**src/rtl/fir_sched_pkg.sv**
```systemverilog
// Shared types and defaults for the FIR MAC scheduler.
// Latency: n/a (declarations only).
// Backpressure: n/a (declarations only).
// Contents: FSM state enum, default parameter values, width helper.
package fir_sched_pkg;

  localparam int DEF_NUM_CH  = 4;
  localparam int DEF_TAPS    = 16;
  localparam int DEF_MAC_LAT = 2;

  typedef enum logic [1:0] {
    IDLE  = 2'd0,
    RUN   = 2'd1,
    DRAIN = 2'd2,
    DONE  = 2'd3
  } sched_state_t;

  // clog2 that never returns 0, so a degenerate parameter value still
  // yields a legal one-bit vector.
  function automatic int safe_clog2(input int n);
    return (n > 1) ? $clog2(n) : 1;
  endfunction

endpackage

```
**src/rtl/fir_mac_scheduler_rr_arbiter.sv**
```systemverilog
// Round-robin arbiter: picks the first requester after last_grant.
// Latency: purely combinational, zero cycles.
// Backpressure: none; the caller decides when a grant is consumed.
// Ports: req (per-channel request), last_grant (index of the previous winner),
//        grant (one-hot winner), grant_idx (winner index), any_req (OR of req).
module rr_arbiter
  import fir_sched_pkg::*;
#(
  parameter int NUM_CH = DEF_NUM_CH,
  parameter int CHW    = safe_clog2(NUM_CH)
) (
  input  logic [NUM_CH-1:0] req,
  input  logic [CHW-1:0]    last_grant,
  output logic [NUM_CH-1:0] grant,
  output logic [CHW-1:0]    grant_idx,
  output logic              any_req
);

  // Scan starting one past the previous winner and wrapping; the previous
  // winner itself is visited last, which is what guarantees rotation.
  always_comb begin : search
    logic           found;
    logic [CHW-1:0] cand;
    grant     = '0;
    grant_idx = '0;
    any_req   = |req;
    found     = 1'b0;
    cand      = '0;
    for (int i = 1; i <= NUM_CH; i++) begin
      cand = CHW'((int'(last_grant) + i) % NUM_CH);
      if (!found && req[cand]) begin
        found       = 1'b1;
        grant[cand] = 1'b1;
        grant_idx   = cand;
      end
    end
  end

endmodule

```
**src/rtl/fir_mac_scheduler.sv**
```systemverilog
// Schedules one shared symmetric-FIR MAC engine across NUM_CH sample channels.
// Latency: grant at T -> MAC pairs T+1..T+PAIRS, result valid at T+PAIRS+MAC_LAT+1.
// Backpressure: result held in DONE until out_ready; no new grant until accepted.
// Ports: clk/rst (sync active-high); in_valid/in_ready per-channel sample handshake;
//        shift_en/sel_ch delay-line control; pair_idx/mac_en/acc_clr MAC control;
//        out_valid/out_ch/out_ready result handshake; busy = not IDLE.
module fir_mac_scheduler
  import fir_sched_pkg::*;
#(
  parameter  int NUM_CH  = DEF_NUM_CH,
  parameter  int TAPS    = DEF_TAPS,
  parameter  int MAC_LAT = DEF_MAC_LAT,
  localparam int PAIRS   = TAPS / 2,
  localparam int CHW     = safe_clog2(NUM_CH),
  localparam int PW      = safe_clog2(PAIRS)
) (
  input  logic              clk,
  input  logic              rst,
  input  logic [NUM_CH-1:0] in_valid,
  output logic [NUM_CH-1:0] in_ready,
  output logic              shift_en,
  output logic [CHW-1:0]    sel_ch,
  output logic [PW-1:0]     pair_idx,
  output logic              mac_en,
  output logic              acc_clr,
  output logic              out_valid,
  output logic [CHW-1:0]    out_ch,
  input  logic              out_ready,
  output logic              busy
);

  localparam int DW = safe_clog2(MAC_LAT);

  sched_state_t state, next_state;

  logic [PW-1:0]     pair_cnt;
  logic [DW-1:0]     drain_cnt;
  logic [CHW-1:0]    last_grant;

  logic [NUM_CH-1:0] arb_grant;
  logic [CHW-1:0]    arb_idx;
  logic              arb_any;

  logic              pair_last;
  logic              drain_last;
  logic              grant_fire;

  rr_arbiter #(
    .NUM_CH (NUM_CH),
    .CHW    (CHW)
  ) u_arb (
    .req        (in_valid),
    .last_grant (last_grant),
    .grant      (arb_grant),
    .grant_idx  (arb_idx),
    .any_req    (arb_any)
  );

  assign pair_last  = (pair_cnt == PW'(PAIRS - 1));
  assign drain_last = (drain_cnt == DW'(MAC_LAT - 1));

  // A grant is only handed out from IDLE, and reset vetoes it in the same
  // cycle so no sample is popped that the engine will never process.
  assign grant_fire = (state == IDLE) && arb_any && !rst;

  // ---------------------------------------------------------------------
  // State register
  // ---------------------------------------------------------------------
  always_ff @(posedge clk) begin
    if (rst) begin
      state <= IDLE;
    end else begin
      state <= next_state;
    end
  end

  // Counters and grant history. last_grant resets to the top channel so the
  // first search after reset starts at channel 0.
  always_ff @(posedge clk) begin
    if (rst) begin
      pair_cnt   <= '0;
      drain_cnt  <= '0;
      last_grant <= CHW'(NUM_CH - 1);
    end else begin
      if (grant_fire) begin
        last_grant <= arb_idx;
      end
      if (state == RUN) begin
        pair_cnt <= pair_last ? '0 : pair_cnt + 1'b1;
      end
      if (state == DRAIN) begin
        drain_cnt <= drain_last ? '0 : drain_cnt + 1'b1;
      end
    end
  end

  // ---------------------------------------------------------------------
  // Next-state logic
  // ---------------------------------------------------------------------
  always_comb begin
    next_state = state;
    case (state)
      IDLE:  if (arb_any)    next_state = RUN;
      RUN:   if (pair_last)  next_state = DRAIN;
      DRAIN: if (drain_last) next_state = DONE;
      DONE:  if (out_ready)  next_state = IDLE;
      default:               next_state = IDLE;
    endcase
  end

  // ---------------------------------------------------------------------
  // Output decode
  // ---------------------------------------------------------------------
  always_comb begin
    in_ready  = '0;
    shift_en  = 1'b0;
    sel_ch    = '0;
    pair_idx  = '0;
    mac_en    = 1'b0;
    acc_clr   = 1'b0;
    out_valid = 1'b0;
    out_ch    = '0;
    busy      = 1'b0;
    case (state)
      IDLE: begin
        // The grant cycle is the only place in_valid reaches the outputs.
        if (grant_fire) begin
          in_ready = arb_grant;
          shift_en = 1'b1;
          sel_ch   = arb_idx;
        end
      end
      RUN: begin
        busy     = 1'b1;
        sel_ch   = last_grant;
        pair_idx = pair_cnt;
        mac_en   = 1'b1;
        acc_clr  = (pair_cnt == '0);
      end
      DRAIN: begin
        busy   = 1'b1;
        sel_ch = last_grant;
      end
      DONE: begin
        busy      = 1'b1;
        sel_ch    = last_grant;
        out_valid = 1'b1;
        out_ch    = last_grant;
      end
      default: begin
        busy = 1'b0;
      end
    endcase
  end

  // ---------------------------------------------------------------------
  // Protocol properties
  // ---------------------------------------------------------------------
  a_ready_onehot0: assert property (@(posedge clk) $onehot0(in_ready));

  a_ready_only_idle: assert property (@(posedge clk) (in_ready != '0) |-> !busy);

  a_result_held: assert property (@(posedge clk) disable iff (rst)
    (out_valid && !out_ready) |=> (out_valid && $stable(out_ch)));

  a_mac_implies_busy: assert property (@(posedge clk) mac_en |-> busy);

endmodule

```
**config.mk**
```make
export PLATFORM = sky130hd
export DESIGN_NAME = fir_mac_scheduler
export DESIGN_NICKNAME = d
export VERILOG_FILES = /design/src/rtl/fir_sched_pkg.sv /design/src/rtl/fir_mac_scheduler_rr_arbiter.sv /design/src/rtl/fir_mac_scheduler.sv
export SDC_FILE = /design/constraint.sdc
export NUM_CORES = 1
export LEC_CHECK = 0
export BUFFER_PORTS_ARGS = -buffer_cell sky130_fd_sc_hd__buf_4
export CAP_MARGIN = 20
export CORE_ASPECT_RATIO = 1.25
export CORE_MARGIN = 1.5
export CORE_UTILIZATION = 53
export DETAILED_ROUTE_END_ITERATION = 7
export GPL_ROUTABILITY_DRIVEN = 0
export HOLD_SLACK_MARGIN = 0.1
export PLACE_DENSITY = 0.77
export SETUP_SLACK_MARGIN = 0.4
export SKIP_LAST_GASP = 1
export SYNTH_ARGS = -nofsm -noshare
export SYNTH_HDL_FRONTEND = slang
export SYNTH_SLANG_ARGS = --single-unit
```
**constraint.sdc**
```tcl
create_clock -name clk -period 3.5 [get_ports clk]
set_input_delay 0.7 -clock clk [delete_from_list [all_inputs] [get_ports clk]]
set_output_delay 0.7 -clock clk [all_outputs]
set_load 0.01 [all_outputs]
```
After elaboration in Yosys (flattened, before gate mapping)
Cells that the tools add are included.
{"block": "word_totals", "regBits": 8, "inputBits": 7, "output_inout_bits": 16, "elab_cells": 93}
{"block": "classes", "add_sub_neg": 6, "n_lt_le_gt_ge": 8, "eq_ne": 8, "muxes": 46, "bitwise_logic": 3, "reduce_logical": 18}
{"cell": "4-bit two-way mux", "count": 6}
{"cell": "2-bit two-way mux", "count": 10}
{"cell": "1-bit two-way mux", "count": 18}
{"cell": "2-bit by 3-bit less-than comparator with 1-bit output (second input constant)", "count": 4}
{"cell": "4-bit OR", "count": 3}
{"cell": "1-bit logical AND", "count": 9}
{"cell": "1-bit binary-select mux with 2-bit select", "count": 4}
{"cell": "1-bit demux with 2-bit select", "count": 4}
{"cell": "2-bit by 1-bit >= comparator with 1-bit output (second input constant)", "count": 4}
{"cell": "2-bit != test (second input constant)", "count": 4}
{"cell": "2-bit case mux with 4 select lines", "count": 1}
{"cell": "3-bit two-way mux", "count": 2}
{"cell": "2-bit by 1-bit adder with 2-bit output (second input constant)", "count": 2}
{"cell": "2-bit adder (second input constant)", "count": 2}
{"cell": "2-bit == test (second input constant)", "count": 2}
{"cell": "1-bit logical NOT", "count": 4}
{"cell": "2-bit case mux with 2 select lines", "count": 1}
{"cell": "4-bit AND reduction", "count": 1}
{"cell": "4-bit OR reduction", "count": 1}
{"cell": "3-bit by 1-bit adder with 3-bit output (second input constant)", "count": 1}
{"cell": "3-bit == test (second input constant)", "count": 1}
{"cell": "3-bit logical NOT", "count": 1}
{"cell": "3-bit OR reduction", "count": 1}
{"cell": "2-bit by 1-bit == test with 1-bit output (second input constant)", "count": 1}
{"cell": "2 further kinds", "count": 2}

Depth between registers and ports, before layout
{"block": "depth", "ltp_word": 15, "ltp_mapped": 8, "depth_no_buf": 7}

Cells and area by module
A second synthesis with hierarchy kept.
{"block": "hier_totals", "cells_unflattened": 131, "hier_area_um2": 1128.6}
{"mod": "fir_mac_scheduler", "instances": 1, "cells_per_inst": 61, "area_per_inst_um2": 588.1}
{"mod": "rr_arbiter", "instances": 1, "cells_per_inst": 70, "area_per_inst_um2": 540.5}

Least setup slack after synthesis
OpenSTA, ideal clock, no wires.
{"block": "synth_timing", "path_kind": "flip-flop to output port", "start": "reg last_grant[0]", "end": "out sel_ch[1]", "arrival_time_ns": 2.616, "setup_slack_ns": 0.184, "path_stages_with_launch": 8, "n_path_buf": 1, "cell_sequence": "dfxtp_1 clkbuf_1 inv_1 ha_1 mux4_2 nor3b_4 a221o_1 a22o_2"}
{"block": "synth_via", "elab_chain_cells": 15, "elab_cells_between_ends": 27, "cone_classes": "add/sub: 4; mux: 17; reduce/logical: 6"}
{"element": "from (decl)", "line_no": "fir_mac_scheduler.sv:38", "text": "logic [CHW-1:0] last_grant;"}
{"element": "from (signal assigned)", "line_no": "fir_mac_scheduler.sv:83", "text": "last_grant <= CHW'(NUM_CH - 1);"}
{"element": "from (signal assigned)", "line_no": "fir_mac_scheduler.sv:86", "text": "last_grant <= arb_idx;"}
{"element": "2-bit by 1-bit adder with 2-bit output", "line_no": "fir_mac_scheduler_rr_arbiter.sv:30", "text": "cand = CHW'((int'(last_grant) + i) % NUM_CH);"}
{"element": "1-bit binary-select mux with 2-bit select", "line_no": "fir_mac_scheduler_rr_arbiter.sv:31", "text": "if (!found && req[cand]) begin"}
{"element": "1-bit two-way mux (implied by the code)", "line_no": "fir_mac_scheduler_rr_arbiter.sv:31"}
{"element": "1-bit two-way mux", "line_no": "fir_mac_scheduler_rr_arbiter.sv:31"}
{"element": "1-bit logical NOT", "line_no": "fir_mac_scheduler_rr_arbiter.sv:31"}
{"element": "1-bit logical AND", "line_no": "fir_mac_scheduler_rr_arbiter.sv:31"}
{"element": "1-bit two-way mux", "line_no": "fir_mac_scheduler_rr_arbiter.sv:31"}
{"element": "1-bit logical NOT", "line_no": "fir_mac_scheduler_rr_arbiter.sv:31"}
{"element": "1-bit logical AND", "line_no": "fir_mac_scheduler_rr_arbiter.sv:31"}
{"element": "1-bit two-way mux", "line_no": "fir_mac_scheduler_rr_arbiter.sv:31"}
{"element": "1-bit logical NOT", "line_no": "fir_mac_scheduler_rr_arbiter.sv:31"}
{"element": "1-bit logical AND", "line_no": "fir_mac_scheduler_rr_arbiter.sv:31"}
{"element": "2-bit two-way mux (*)", "line_no": "fir_mac_scheduler_rr_arbiter.sv:31"}
{"element": "2-bit two-way mux (*)", "line_no": "fir_mac_scheduler.sv:127", "text": "if (grant_fire) begin"}
{"element": "2-bit case mux with 2 select lines (*)", "line_no": "fir_mac_scheduler.sv:124", "text": "case (state)"}
{"element": "to (decl)", "line_no": "fir_mac_scheduler.sv:22", "text": "output logic [CHW-1:0] sel_ch,"}
Every way passes the cells marked *; elsewhere a longest branch is shown, timed or not. The select of a mux whose other input is x is not followed.

Worst setup path in the final report
Same ends and word-level chain as after synthesis.

==> results.ini <==
[global_route]
use_met1=0.255
grt_use_met2=0.495
grt_max_degree=18
grt_pass1_vias=992
grt_pass1_wl_um=4140
top_usage_layer=met2
grt_use_total=0.246
antenna_found_initial=0
gr-usage-met3=0.0174
grt-ovfl-total=0

[floorplanning]
start_util=0.566
die_h_um=51.5
ioPinCount=23
die_w_um=41.8
die_area_um2=2150
rows=17
coreArea_um2=1770

[critical_path]
rr_worst_depth=7
cp-start-kind=flip-flop
cp_slowest_cell=mux4_2
cp_data_arrival_time_ns=2.39
crit_chain=clkinvlp_4 > ha_4 > mux4_2 > nor3b_4 > a221o_1 > a22o_2 > buf_4
worst-path-max-fanout=2
cpPeakStageDelay_ns=0.50
crit_required_ns=2.80
cp-end-kind=output port
reg2reg_slack_ns=1.11
critPathKind=reg2out

[clocking]
cts.hold.buffers_added=0
ctsHtreeMaxLevel=1
cts_buffers=3
cts-root-buf=clkbuf_4
clk_pin_slew_worst_paths_ns=0.05
cts_tree=built
clock-sinks=8
insertion_delay_ns=0.26
clockBufferDepth=2

[placement]
place_area_um2=1160
io_buffers=22
dp_hpwl_um=1750
pre_cts_ws_ns=0.361

[yosys]
synth-seq-cells=8
synthFlopType=dfxtp_1
syn_inst=126
syn_avg_cell_area_um2=7.92
synth_nets=149
synth_area_um2=998
ys_types=37
yosysWarnings=0
synth-edff-count=0
async_reset_ff_frac=0
seq_area_frac_synth=0.160

[sta]
layout_worst_path_cycle_share=0.884
grt_setup_unrepaired=yes
finalWorstSetupSlack_ns=0.406
hold_viol=0
tightestPinTransition_ns=0.435
max_freq_mhz=323
setup_violations=0
drv_slew=0
finClkSkew_ns=0.00464
max_slew_margin=0.710
layout_min_cycle_time_ns=3.09
final.setup.tns_ns=0

[finish]
num_antenna_cells=0
final_util=0.695
fin_area_um2=1230
nNetsFinal=174
areaGrowthSynthToFinish_pct=22.8
layout-drive-gt1-share=0.282
fillerInstances=154

[pwr]
power_leakage_nw=0.574
power_density_nw_per_um2=785
total_power_mw=0.962
ir_worst_vdd_mv=0.541

[worst_hold_path]
hold_path_class=reg2reg
min_path_cells=2

[drt]
drt_wl_total_um=2290
route.detailed.drc=0
num_vias=973
drt-initial-drc-count=6
post_drt_wl_per_cell_um=13.6
antenna_left=0
first_pass_iters=4
vias_per_cell=5.79

[run_status]
outcome=completed

[flow_run]
max_cap_violations=0

cells by family after synthesis:
logic type,Yosys count,synth area share
flip-flops,8,0.160
XOR/XNOR,2,0.0175
AND/OR/NAND/NOR,50,0.256
AO/OA/AOI/OAI,24,0.175
multiplexers,6,0.0977
adder cells (fa/ha/maj),16,0.200
buffers and inverters,20,0.0927
synth_stat cells (2+ instances only):
library cell	number	area, um^2
nor2_1	18	67.6
ha_1	16	200
inv_1	13	48.8
nand2_1	10	37.5
dfxtp_1	8	160
nor3_1	6	30.0
o21ai_0	6	30.0
a221oi_1	5	43.8
a21oi_1	3	15.0
clkbuf_1	3	11.3
mux2i_1	3	30.0
mux4_2	3	67.6
nand2b_1	3	18.8
a221o_1	2	20.0
buf_2	2	10.0
buf_6	2	22.5
nand3_1	2	10.0
xnor2_1	2	17.5
placed cells by master, fill, tap and decap left out, drive strengths merged, types with 3 or more instances in the layout:
cell	Yosys	routed
mux2i	3	3
clkbuf	3	3
nand2b	3	3
inv	13	12
a221oi	5	5
o21ai	6	6
nand2	10	10
buf	4	27
a21oi	3	3
nor2	18	18
ha	16	16
mux4	3	3
nor3	6	6
dfxtp	8	8
path summary, 6_finish.rpt:
kind | end | startpoint
worst max-delay path | sel_ch[1] | last_grant[0]
worst min-delay path | pair_cnt[1] | pair_cnt[1]
worst max register to register | last_grant[1] | last_grant[0]
worst min register to register | pair_cnt[1] | pair_cnt[1]
worst max-delay path, delay by kind of cell (launching register included):
kind	cells	cell delay, ns
compound gates	2	0.58
mux	1	0.50
flops	1	0.35
fa+ha+maj	1	0.28
buf+inv	2	0.26
simple gates	1	0.17
final cells by class:
type / instances / area [um^2] / area share
clock buffers: 3 / 22.5 / 0.0184
inverters: 13 / 52.6 / 0.0429
multi-input cells: 98 / 763 / 0.622
flip-flops and latches: 8 / 161 / 0.132
well taps: 19 / 23.8 / 0.0194
repair buffers: 27 / 203 / 0.165
where the power goes:
| group | switching (mW) | internal [mW] |
|---|---|---|
| combinational | 0.389 | 0.350 |
| clock | 0.0329 | 0.0394 |
| sequential | 0.0276 | 0.123 |
| total | 0.450 | 0.513 |
sequential cells by signal, indices dropped and copies added, names as in the netlist:
| name | flops |
|---|---|
| drain_cnt | 1 |
| last_grant | 2 |
| pair_cnt | 3 |
| state | 2 |
per-stage QoR:
stage	instances	hold WS (ns)
floorplan	126	0.484
global placement	162	0.503
detailed placement	162	0.524
CTS	168	0.539
global route	168	0.565
finish	168	0.536
timing repair:
| action | in CTS | in global routing |
|---|---|---|
| endpoints found under the setup margin | 1 | 3 |
| pin swaps | 2 | 0 |
| resized for setup | 4 | 0 |
| setup buffers | 3 | 0 |
metal layers:
metal,vias to the layer above,wire length [um]
met2,24,1260
met4,0,51
li1,488,-
met5,-,0
met1,454,904
met3,7,75
Note: power is estimated with default switching activity, not from simulation.
